File: src/rtl/vram_port_arbiter_if.sv
// Bundle of requester, response and memory-side signals for the VRAM port arbiter.
// Latency: none, this is wiring only.
// Backpressure: req_ready carries the per-requester stall; responses and memory side cannot stall.
interface vram_port_arbiter_if #(
    parameter int NREQ = 3,
    parameter int AW   = 16,
    parameter int DW   = 16
);
    logic [NREQ-1:0]    req_valid;
    logic [NREQ-1:0]    req_we;
    logic [NREQ-1:0]    req_last;
    logic [NREQ*AW-1:0] req_addr;
    logic [NREQ*DW-1:0] req_wdata;
    logic [NREQ-1:0]    req_ready;
    logic [NREQ-1:0]    rsp_valid;
    logic [DW-1:0]      rsp_rdata;
    logic               mem_en;
    logic               mem_we;
    logic [AW-1:0]      mem_addr;
    logic [DW-1:0]      mem_wdata;
    logic [DW-1:0]      mem_rdata;
    logic [2:0]         owner;
    logic               locked;

    // Arbiter side
    modport slave (
        input  req_valid, req_we, req_last, req_addr, req_wdata, mem_rdata,
        output req_ready, rsp_valid, rsp_rdata, mem_en, mem_we, mem_addr, mem_wdata,
               owner, locked
    );

    // Requester / memory environment side
    modport master (
        output req_valid, req_we, req_last, req_addr, req_wdata, mem_rdata,
        input  req_ready, rsp_valid, rsp_rdata, mem_en, mem_we, mem_addr, mem_wdata,
               owner, locked
    );
endinterface

File: src/rtl/vram_port_arbiter.sv
// Shares one VRAM port: requester 0 wins at burst boundaries, others round-robin, bursts lock the port.
// Latency: handshake to mem_en 1 cycle; read handshake to rsp_valid RD_LAT+1 cycles.
// Backpressure: combinational req_ready, only the lock owner is served while locked; responses never stall.
module vram_port_arbiter #(
    parameter int NREQ      = 3,
    parameter int AW        = 16,
    parameter int DW        = 16,
    parameter int RD_LAT    = 2,
    parameter int MAX_BURST = 8
) (
    input  logic                 clk_clk,
    input  logic                 reset_reset_n,
    vram_port_arbiter_if.slave   bus
);
    localparam int CW = $clog2(MAX_BURST + 1);

    typedef enum logic {IDLE, BURST} state_t;

    state_t          state, state_nxt;
    logic [CW-1:0]   cnt, cnt_nxt;
    logic [2:0]      owner_q, owner_nxt;
    logic [2:0]      rr, rr_nxt;
    logic [NREQ-1:0] ready;
    logic [2:0]      gnt;
    logic            gnt_vld;
    int              cand;
    logic            accept;
    logic [2:0]      acc_id;

    logic            mem_en_q, mem_we_q;
    logic [AW-1:0]   mem_addr_q;
    logic [DW-1:0]   mem_wdata_q;
    logic [2:0]      mem_id_q;

    logic [RD_LAT-1:0] pv;
    logic [2:0]        pid [RD_LAT];

    // Grant candidate: requester 0 first, then round-robin over 1..NREQ-1 starting at rr.
    always_comb begin
        gnt     = 3'd0;
        gnt_vld = 1'b0;
        cand    = 0;
        if (bus.req_valid[0]) begin
            gnt_vld = 1'b1;
        end else begin
            for (int j = 0; j < NREQ - 1; j++) begin
                cand = int'(rr) + j;
                if (cand > NREQ - 1) cand = cand - (NREQ - 1);
                if (!gnt_vld && bus.req_valid[cand]) begin
                    gnt_vld = 1'b1;
                    gnt     = 3'(cand);
                end
            end
        end
    end

    // Ready generation, lock tracking and round-robin pointer update.
    always_comb begin
        state_nxt = state;
        cnt_nxt   = cnt;
        owner_nxt = owner_q;
        rr_nxt    = rr;
        ready     = '0;
        acc_id    = owner_q;
        if (state == IDLE) begin
            if (gnt_vld) begin
                ready[gnt] = 1'b1;
                acc_id     = gnt;
            end
        end else begin
            ready[owner_q] = 1'b1;
        end
        // Nothing is accepted while reset is held.
        if (!reset_reset_n) ready = '0;
        accept = |(ready & bus.req_valid);
        if (accept) begin
            if (state == IDLE) begin
                owner_nxt = acc_id;
                cnt_nxt   = CW'(1);
                if (acc_id != 3'd0) rr_nxt = (acc_id == 3'(NREQ - 1)) ? 3'd1 : acc_id + 3'd1;
            end else begin
                cnt_nxt = cnt + CW'(1);
            end
            // A full-length burst releases even without req_last so others are not starved.
            if (bus.req_last[acc_id] || cnt_nxt == CW'(MAX_BURST)) begin
                state_nxt = IDLE;
                cnt_nxt   = '0;
            end else begin
                state_nxt = BURST;
            end
        end
    end

    // Arbitration state registers.
    always_ff @(posedge clk_clk or negedge reset_reset_n) begin
        if (!reset_reset_n) begin
            state   <= IDLE;
            cnt     <= '0;
            owner_q <= 3'd0;
            rr      <= 3'd1;
        end else begin
            state   <= state_nxt;
            cnt     <= cnt_nxt;
            owner_q <= owner_nxt;
            rr      <= rr_nxt;
        end
    end

    // Register the accepted beat onto the memory port.
    always_ff @(posedge clk_clk or negedge reset_reset_n) begin
        if (!reset_reset_n) begin
            mem_en_q    <= 1'b0;
            mem_we_q    <= 1'b0;
            mem_addr_q  <= '0;
            mem_wdata_q <= '0;
            mem_id_q    <= 3'd0;
        end else begin
            mem_en_q <= accept;
            mem_we_q <= accept & bus.req_we[acc_id];
            if (accept) begin
                mem_addr_q  <= bus.req_addr[acc_id*AW +: AW];
                mem_wdata_q <= bus.req_wdata[acc_id*DW +: DW];
                mem_id_q    <= acc_id;
            end
        end
    end

    // Read tag pipeline, aligned so the last slot matures with valid mem_rdata.
    always_ff @(posedge clk_clk or negedge reset_reset_n) begin
        if (!reset_reset_n) begin
            pv <= '0;
            for (int i = 0; i < RD_LAT; i++) pid[i] <= 3'd0;
        end else begin
            pv[0]  <= mem_en_q & ~mem_we_q;
            pid[0] <= mem_id_q;
            for (int i = 1; i < RD_LAT; i++) begin
                pv[i]  <= pv[i-1];
                pid[i] <= pid[i-1];
            end
        end
    end

    assign bus.req_ready = ready;
    assign bus.rsp_valid = pv[RD_LAT-1] ? (NREQ'(1) << pid[RD_LAT-1]) : '0;
    assign bus.rsp_rdata = pv[RD_LAT-1] ? bus.mem_rdata : '0;
    assign bus.mem_en    = mem_en_q;
    assign bus.mem_we    = mem_we_q;
    assign bus.mem_addr  = mem_addr_q;
    assign bus.mem_wdata = mem_wdata_q;
    assign bus.owner     = owner_q;
    assign bus.locked    = (state == BURST);
endmodule

File: src/flat_wrapper.sv
// flat-port wrapper written by rule: the top's interface ports become plain ports
module vram_port_arbiter_flat 
#(
    parameter int NREQ      = 3,
    parameter int AW        = 16,
    parameter int DW        = 16,
    parameter int RD_LAT    = 2,
    parameter int MAX_BURST = 8
)
  (clk_clk, reset_reset_n, bus_req_valid, bus_req_we, bus_req_last, bus_req_addr, bus_req_wdata, bus_mem_rdata, bus_req_ready, bus_rsp_valid, bus_rsp_rdata, bus_mem_en, bus_mem_we, bus_mem_addr, bus_mem_wdata, bus_owner, bus_locked);
  vram_port_arbiter_if #(.NREQ(NREQ), .AW(AW), .DW(DW)) bus_i ();
  input  logic clk_clk;
  input  logic reset_reset_n;
  input wire logic [$bits(bus_i.req_valid)-1:0] bus_req_valid;
  input wire logic [$bits(bus_i.req_we)-1:0] bus_req_we;
  input wire logic [$bits(bus_i.req_last)-1:0] bus_req_last;
  input wire logic [$bits(bus_i.req_addr)-1:0] bus_req_addr;
  input wire logic [$bits(bus_i.req_wdata)-1:0] bus_req_wdata;
  input wire logic [$bits(bus_i.mem_rdata)-1:0] bus_mem_rdata;
  output wire logic [$bits(bus_i.req_ready)-1:0] bus_req_ready;
  output wire logic [$bits(bus_i.rsp_valid)-1:0] bus_rsp_valid;
  output wire logic [$bits(bus_i.rsp_rdata)-1:0] bus_rsp_rdata;
  output wire logic [$bits(bus_i.mem_en)-1:0] bus_mem_en;
  output wire logic [$bits(bus_i.mem_we)-1:0] bus_mem_we;
  output wire logic [$bits(bus_i.mem_addr)-1:0] bus_mem_addr;
  output wire logic [$bits(bus_i.mem_wdata)-1:0] bus_mem_wdata;
  output wire logic [$bits(bus_i.owner)-1:0] bus_owner;
  output wire logic [$bits(bus_i.locked)-1:0] bus_locked;
  assign bus_i.req_valid = bus_req_valid;
  assign bus_i.req_we = bus_req_we;
  assign bus_i.req_last = bus_req_last;
  assign bus_i.req_addr = bus_req_addr;
  assign bus_i.req_wdata = bus_req_wdata;
  assign bus_i.mem_rdata = bus_mem_rdata;
  assign bus_req_ready = bus_i.req_ready;
  assign bus_rsp_valid = bus_i.rsp_valid;
  assign bus_rsp_rdata = bus_i.rsp_rdata;
  assign bus_mem_en = bus_i.mem_en;
  assign bus_mem_we = bus_i.mem_we;
  assign bus_mem_addr = bus_i.mem_addr;
  assign bus_mem_wdata = bus_i.mem_wdata;
  assign bus_owner = bus_i.owner;
  assign bus_locked = bus_i.locked;
  vram_port_arbiter #(.NREQ(NREQ), .AW(AW), .DW(DW), .RD_LAT(RD_LAT), .MAX_BURST(MAX_BURST)) u_core (.clk_clk(clk_clk), .reset_reset_n(reset_reset_n), .bus(bus_i));
endmodule
File: config.mk
export PLATFORM = sky130hd
export DESIGN_NAME = vram_port_arbiter_flat
export DESIGN_NICKNAME = d
export VERILOG_FILES = /design/src/rtl/vram_port_arbiter_if.sv /design/src/rtl/vram_port_arbiter.sv /design/src/flat_wrapper.sv
export SDC_FILE = /design/constraint.sdc
export NUM_CORES = 1
export LEC_CHECK = 0
export CAP_MARGIN = 20
export CORE_UTILIZATION = 36
export DETAILED_ROUTE_END_ITERATION = 7
export PLACE_DENSITY_LB_ADDON = 0.3
export SETUP_SLACK_MARGIN = 0.05
export SYNTH_ARGS = -nofsm -noshare
export SYNTH_HDL_FRONTEND = slang
export SYNTH_SLANG_ARGS = --single-unit
File: constraint.sdc
create_clock -name clk_clk -period 3 [get_ports clk_clk]
set_input_delay 0.6 -clock clk_clk [delete_from_list [all_inputs] [get_ports clk_clk]]
set_output_delay 0.6 -clock clk_clk [all_outputs]
set_load 0.01 [all_outputs]
Yosys cells after proc, flatten, opt, wreduce, memory -nomap -nowiden

Index checks and enable logic that the tools add are counted.

Add/sub/neg operators: 5
Shifts and indexed selects: 3
Bitwise gates (word level): 5
$lt $le $gt $ge: 9
Muxes and demuxes: 37
Reduce and logical (&&, ||, !) cells: 9
Eq/ne operators: 2

Operators with widths:

| operator                                                                          | number |
|---|---|
| 32-bit two-way mux                                                                | 4 |
| 48-bit by 8-bit variable part select with 16-bit output                           | 2 |
| 32-bit by 4-bit < comparator with 1-bit output (second input constant)            | 2 |
| 32-bit by 3-bit greater-than comparator with 1-bit output (second input constant) | 1 |
| 32-bit by 3-bit subtractor with 32-bit output (second input constant)             | 1 |
| 3-bit two-way mux                                                                 | 10 |
| 16-bit two-way mux                                                                | 1 |
| 1-bit two-way mux                                                                 | 13 |
| 4-bit two-way mux                                                                 | 3 |
| 3-bit < comparator (second input constant)                                        | 3 |
| 1-bit binary-select mux with 2-bit select                                         | 4 |
| 3-bit by 1-bit >= comparator with 1-bit output (second input constant)            | 2 |
| 3-bit by 1-bit adder with 4-bit output (second input constant)                    | 1 |
| 4-bit by 1-bit adder with 4-bit output (second input constant)                    | 1 |
| 1-bit demux with 2-bit select                                                     | 2 |
| 4-bit equality test (second input constant)                                       | 1 |
| 3-bit by 2-bit subtractor with 4-bit output (second input constant)               | 1 |
| 3-bit by 1-bit adder with 3-bit output (second input constant)                    | 1 |
| 3-bit bitwise AND                                                                 | 1 |
| 3-bit by 2-bit equality test with 1-bit output (second input constant)            | 1 |
| 3-bit by 2-bit greater-than comparator with 1-bit output (second input constant)  | 1 |
| 1-bit logical AND                                                                 | 3 |
| 3-bit AND reduction                                                               | 1 |
| 3-bit nonzero test                                                                | 1 |
| other kinds (7)                                                                   | 9 |

Logic and storage cells: 82
Output and inout port bits: 60
Input bits: 123
Flip-flop bits (word level): 56

Depth between registers and ports, before layout

Word-level depth: 25
Gate-level depth with buffers: 14
Mapped depth without buffers: 10

Worst setup path before layout

OpenSTA, ideal clock, no wires.

Path kind: register -> output
From: register u_core.rr[0]
To: output port bus_req_ready[2]
Path slack: -231 ps
Data arrival time: 2631 ps
Cell stages (with the launch flop): 11
Buffers on the path: 1
Path through: dfstp_2 buf_2 inv_1 ha_1 or3_1 and3_1 o21a_1 o21a_1 or2_2 nor2b_1 o21a_1

Word-level cells in the longest chain between the ends: 19
Elaborated cells on any way between the ends: 32

Ends and longest elaborated chain:

| item                                                                                                   | RTL line                 | source |
|---|---|---|
| start, declared                                                                                        | vram_port_arbiter.sv:22  | `logic [2:0] rr, rr_nxt;` |
| start signal, assigned                                                                                 | vram_port_arbiter.sv:105 | `rr <= rr_nxt;` |
| parallel branches: the longest is 16 deep, another holds 32-bit by 3-bit subtractor with 32-bit output | n/a                      |  |
| 3-bit two-way mux (*)                                                                                  | vram_port_arbiter.sv:66  | `if (gnt_vld) begin` |
| 3-bit two-way mux (*)                                                                                  | vram_port_arbiter.sv:65  | `if (state == IDLE) begin` |
| 3-bit two-way mux (*)                                                                                  | vram_port_arbiter.sv:74  | `if (!reset_reset_n) ready = '0;` |
| end, declared                                                                                          | flat_wrapper.sv:20       | `output wire logic [$bits(bus_i.req_ready)-1:0] bus_req_ready;` |

Every way passes the cells marked *. The select of a mux whose other input is x is not followed.

Worst setup path in the final report

Same ends and word-level chain as after synthesis.

==> out/metrics.csv <==
metric;value;unit
cp_num_buf_inv;2;
slew-limit-headroom;54.6;%
post-dp-hpwl;7980;µm
tns;-304;ps
port-buffer-count;182;
synth_compound_gate_area_share;23.2;%
ys_types;51;
cap_violations;0;
slowest_delay;570;ps
drt-initial-drc-count;167;
h-tree-depth;2;
rows;34;
synth_seq_cells;56;
synth-edff-count;0;
root_buffer;clkbuf_8;
final.min_clock_period;3300;ps
crit_arrival;2700;ps
ir_worst_vdd;0.000463;V
worst_pin_slew;680;ps
grt.total_usage;21.0;%
status;complete, but fails checks;
clock_sinks;56;
placed_cell_area;5530;µm²
synth-main-ff-cell;dfrtp_1;
p_per_area;916;nW/µm²
n_antenna_cell;0;
synth_top_family_by_area;compound AO/OA/AOI/OAI gates;
drv_slew;0;
antenna_found_initial;0;
crit_family;simple AND/OR/NAND/NOR gates;
yosys-top-cells-count;dfrtp_1 (55), nand2_1 (54), o21ai_0 (37);
numCtsBuffers;5;
fin_skew;12.2;ps
yosys_warnings;0;
wl;11500;µm
yosys.area_share.simple;17.3;%
synth_fa_ha_area_share;1.12;%
fp.coreArea;8890;µm²
yosys.area.top_type;dfrtp_1;
grt_max_degree;56;
grt_setup_unrepaired;yes;
syn_inst;365;
gr-total-overflow;0;
antenna_left;0;
start_util;37.8;%
drive_above_1_share;22.6;%
regArea;1400;µm²
die_y;98.6;µm
grt_pass1_wl;16400;µm
setup_viol;2;
finalHoldViolCount;0;
critPathMaxFanout;4;
yosys.area.top_type_share;40.9;%
viasPerCell;5.26;
cts_hold_buffers;0;
synth_nets;491;
setup_ws;-299;ps
worstPathCellList;inv_4, ha_4, or3_4, and3_4, o21a_1, o21a_1, or2_4, nor2b_4, o21a_1, buf_2;
io-pin-count;183;
route.detailed.drc;0;
synth_xor_area_share;0.782;%
end_kind;output port;
die_width;98.6;µm
path_common_cell;o21a_1;
min_path_type;in -> async;
netlist_area;3360;µm²
area_delta_synth_final;80.2;%
multiInputGateArea;1980;µm²
cts_tree;done;
wl_per_cell;16.7;µm
post-route-util;68.2;%
design_area;6060;µm²
num-nets-final;704;
filler_cell_count;704;
path_class;reg -> out;
firstDrtPassIters;4;
gp_congestion;0.848;
synth.most_common_cell;dfrtp_1;
startpoint_type;register;
dp.cells;661;
p_leak;0.00257;µW
grt_pass1_vias;3423;
crit_required;2400;ps
dr_total_vias;3614;
muxShareOfSynthArea;11.4;%
violations;negative setup slack;
async_reset_ff_share;100;%
dieArea;9730;µm²
synth.area.top_cells;dfrtp_1 (41%), mux2_2 (11%), a22oi_1 (7.4%);
fin_cells;687;
max_freq;303;MHz
clock_path_buffers;2;
synth_seq_area_share;41.7;%
path_clk_slew;100;ps
insertion_delay;320;ps
critPathSlowestCell;dfstp_2;
syn_avg_cell_area;9.21;µm²
period_share;110;%
==> cells in the final DEF, fill, tap and decap left out, types with 3 or more instances in the layout <==
master	n
a21oi_1	8
a22oi_1	32
a31oi_1	3
and2_1	17
and3_1	3
buf_12	6
buf_2	3
buf_4	31
buf_6	5
clkbuf_16	6
clkbuf_8	5
clkdlybuf4s50_1	179
dfrtp_1	55
inv_1	7
mux2_2	32
nand2_1	49
nand2_2	4
nand2b_1	6
nand3_1	5
nand3b_1	5
nor2_1	8
nor2b_1	6
o211ai_1	3
o21a_1	3
o21ai_0	20
o21ai_1	13
o21ai_2	5
==> worst register-to-register path, delay by kind of cell, from the launching register on <==
kind	cells	cell delay [ps]
AND/OR/NAND/NOR	2	530
adder cells (fa/ha/maj)	1	210
buffers and inverters	5	620
AO/OA/AOI/OAI	6	980
flip-flops	1	570
==> registers in the layout, indices dropped and copies added, names as in the netlist <==
name and cells:
u_core.bus.locked 1, u_core.bus.mem_addr 16, u_core.bus.mem_en 1, u_core.bus.mem_wdata 16, u_core.bus.mem_we 1, u_core.bus.owner 3
u_core.cnt 4, u_core.mem_id_q 3, u_core.pid 6, u_core.pv 2, u_core.rr 3
==> metal layers <==
| layer | vias to the layer above | part of all wire (%) | global-route usage (%) |
|---|---|---|---|
| met5 | - | 0 | 0 |
| met4 | 0 | 1.6 | 6.43 |
| met3 | 13 | 8.7 | 6.88 |
| met2 | 154 | 50 | 36.3 |
| met1 | 1708 | 40 | 24.7 |
| li1 | 1739 | - | - |
==> worst paths after layout <==
path	start	cells past startpoint	slack, ps	to
hold / removal	reset_reset_n	1	110	u_core.mem_id_q[1]
max in group asynchronous	reset_reset_n	2	1990	u_core.bus.mem_addr[1]
setup reg to reg	u_core.rr[0]	14	20	u_core.cnt[2]
setup / recovery	u_core.rr[0]	10	-300	bus_req_ready[2]
min in group clk_clk	u_core.pid[4]	0	360	u_core.pid[1]
hold reg to reg	u_core.pid[4]	0	360	u_core.pid[1]
==> repair_timing <==
| action | in CTS | in global routing |
|---|---|---|
| gates resized for setup | 11 | 55 |
| buffers inserted | 2 | 8 |
| endpoints found under the setup margin | 2 | 50 |
| pin swaps | 1 | 10 |
| gates cloned | 0 | 10 |
| hold endpoints to repair | 0 | 0 |
==> power by group <==
part           total, µW  internal, µW  leakage [µW]  switching (µW)
Sequential          1300          1070      0.000719             231
Combinational       3830          2090       0.00180            1740
Clock                419           167     0.0000456             252
==> final cells by class <==
| type | instances | area share, % |
|---|---|---|
| Inverter | 9 | 0.599 |
| Tap cell | 108 | 2.23 |
| Timing Repair Buffer | 233 | 40.0 |
| Sequential cell | 56 | 23.1 |
| Multi-Input combinational cell | 273 | 32.6 |
| Clock inverter | 2 | 0.227 |
| Clock buffer | 6 | 1.20 |
==> metrics by stage <==
step | hold slack, ps | power (µW) | setup slack [ps]
after detailed placement | 335 | 4430 | -440
final | 110 | 5550 | -299
after global placement | 333 | 4360 | -410
after floorplan | 304 | 2990 | 79.2
after global routing | 104 | 5940 | -388
after CTS | 103 | 4880 | -306
==> cells by family (layout without fill, tap and decap cells) <==
logic type	count (synthesis)	count (layout)
xor+xnor	3	3
flops	56	56
mux	34	34
compound gates	115	115
buf+inv	36	250
fa+ha+maj	3	3
simple gates	118	118
Note: power is estimated with default switching activity, not from simulation.
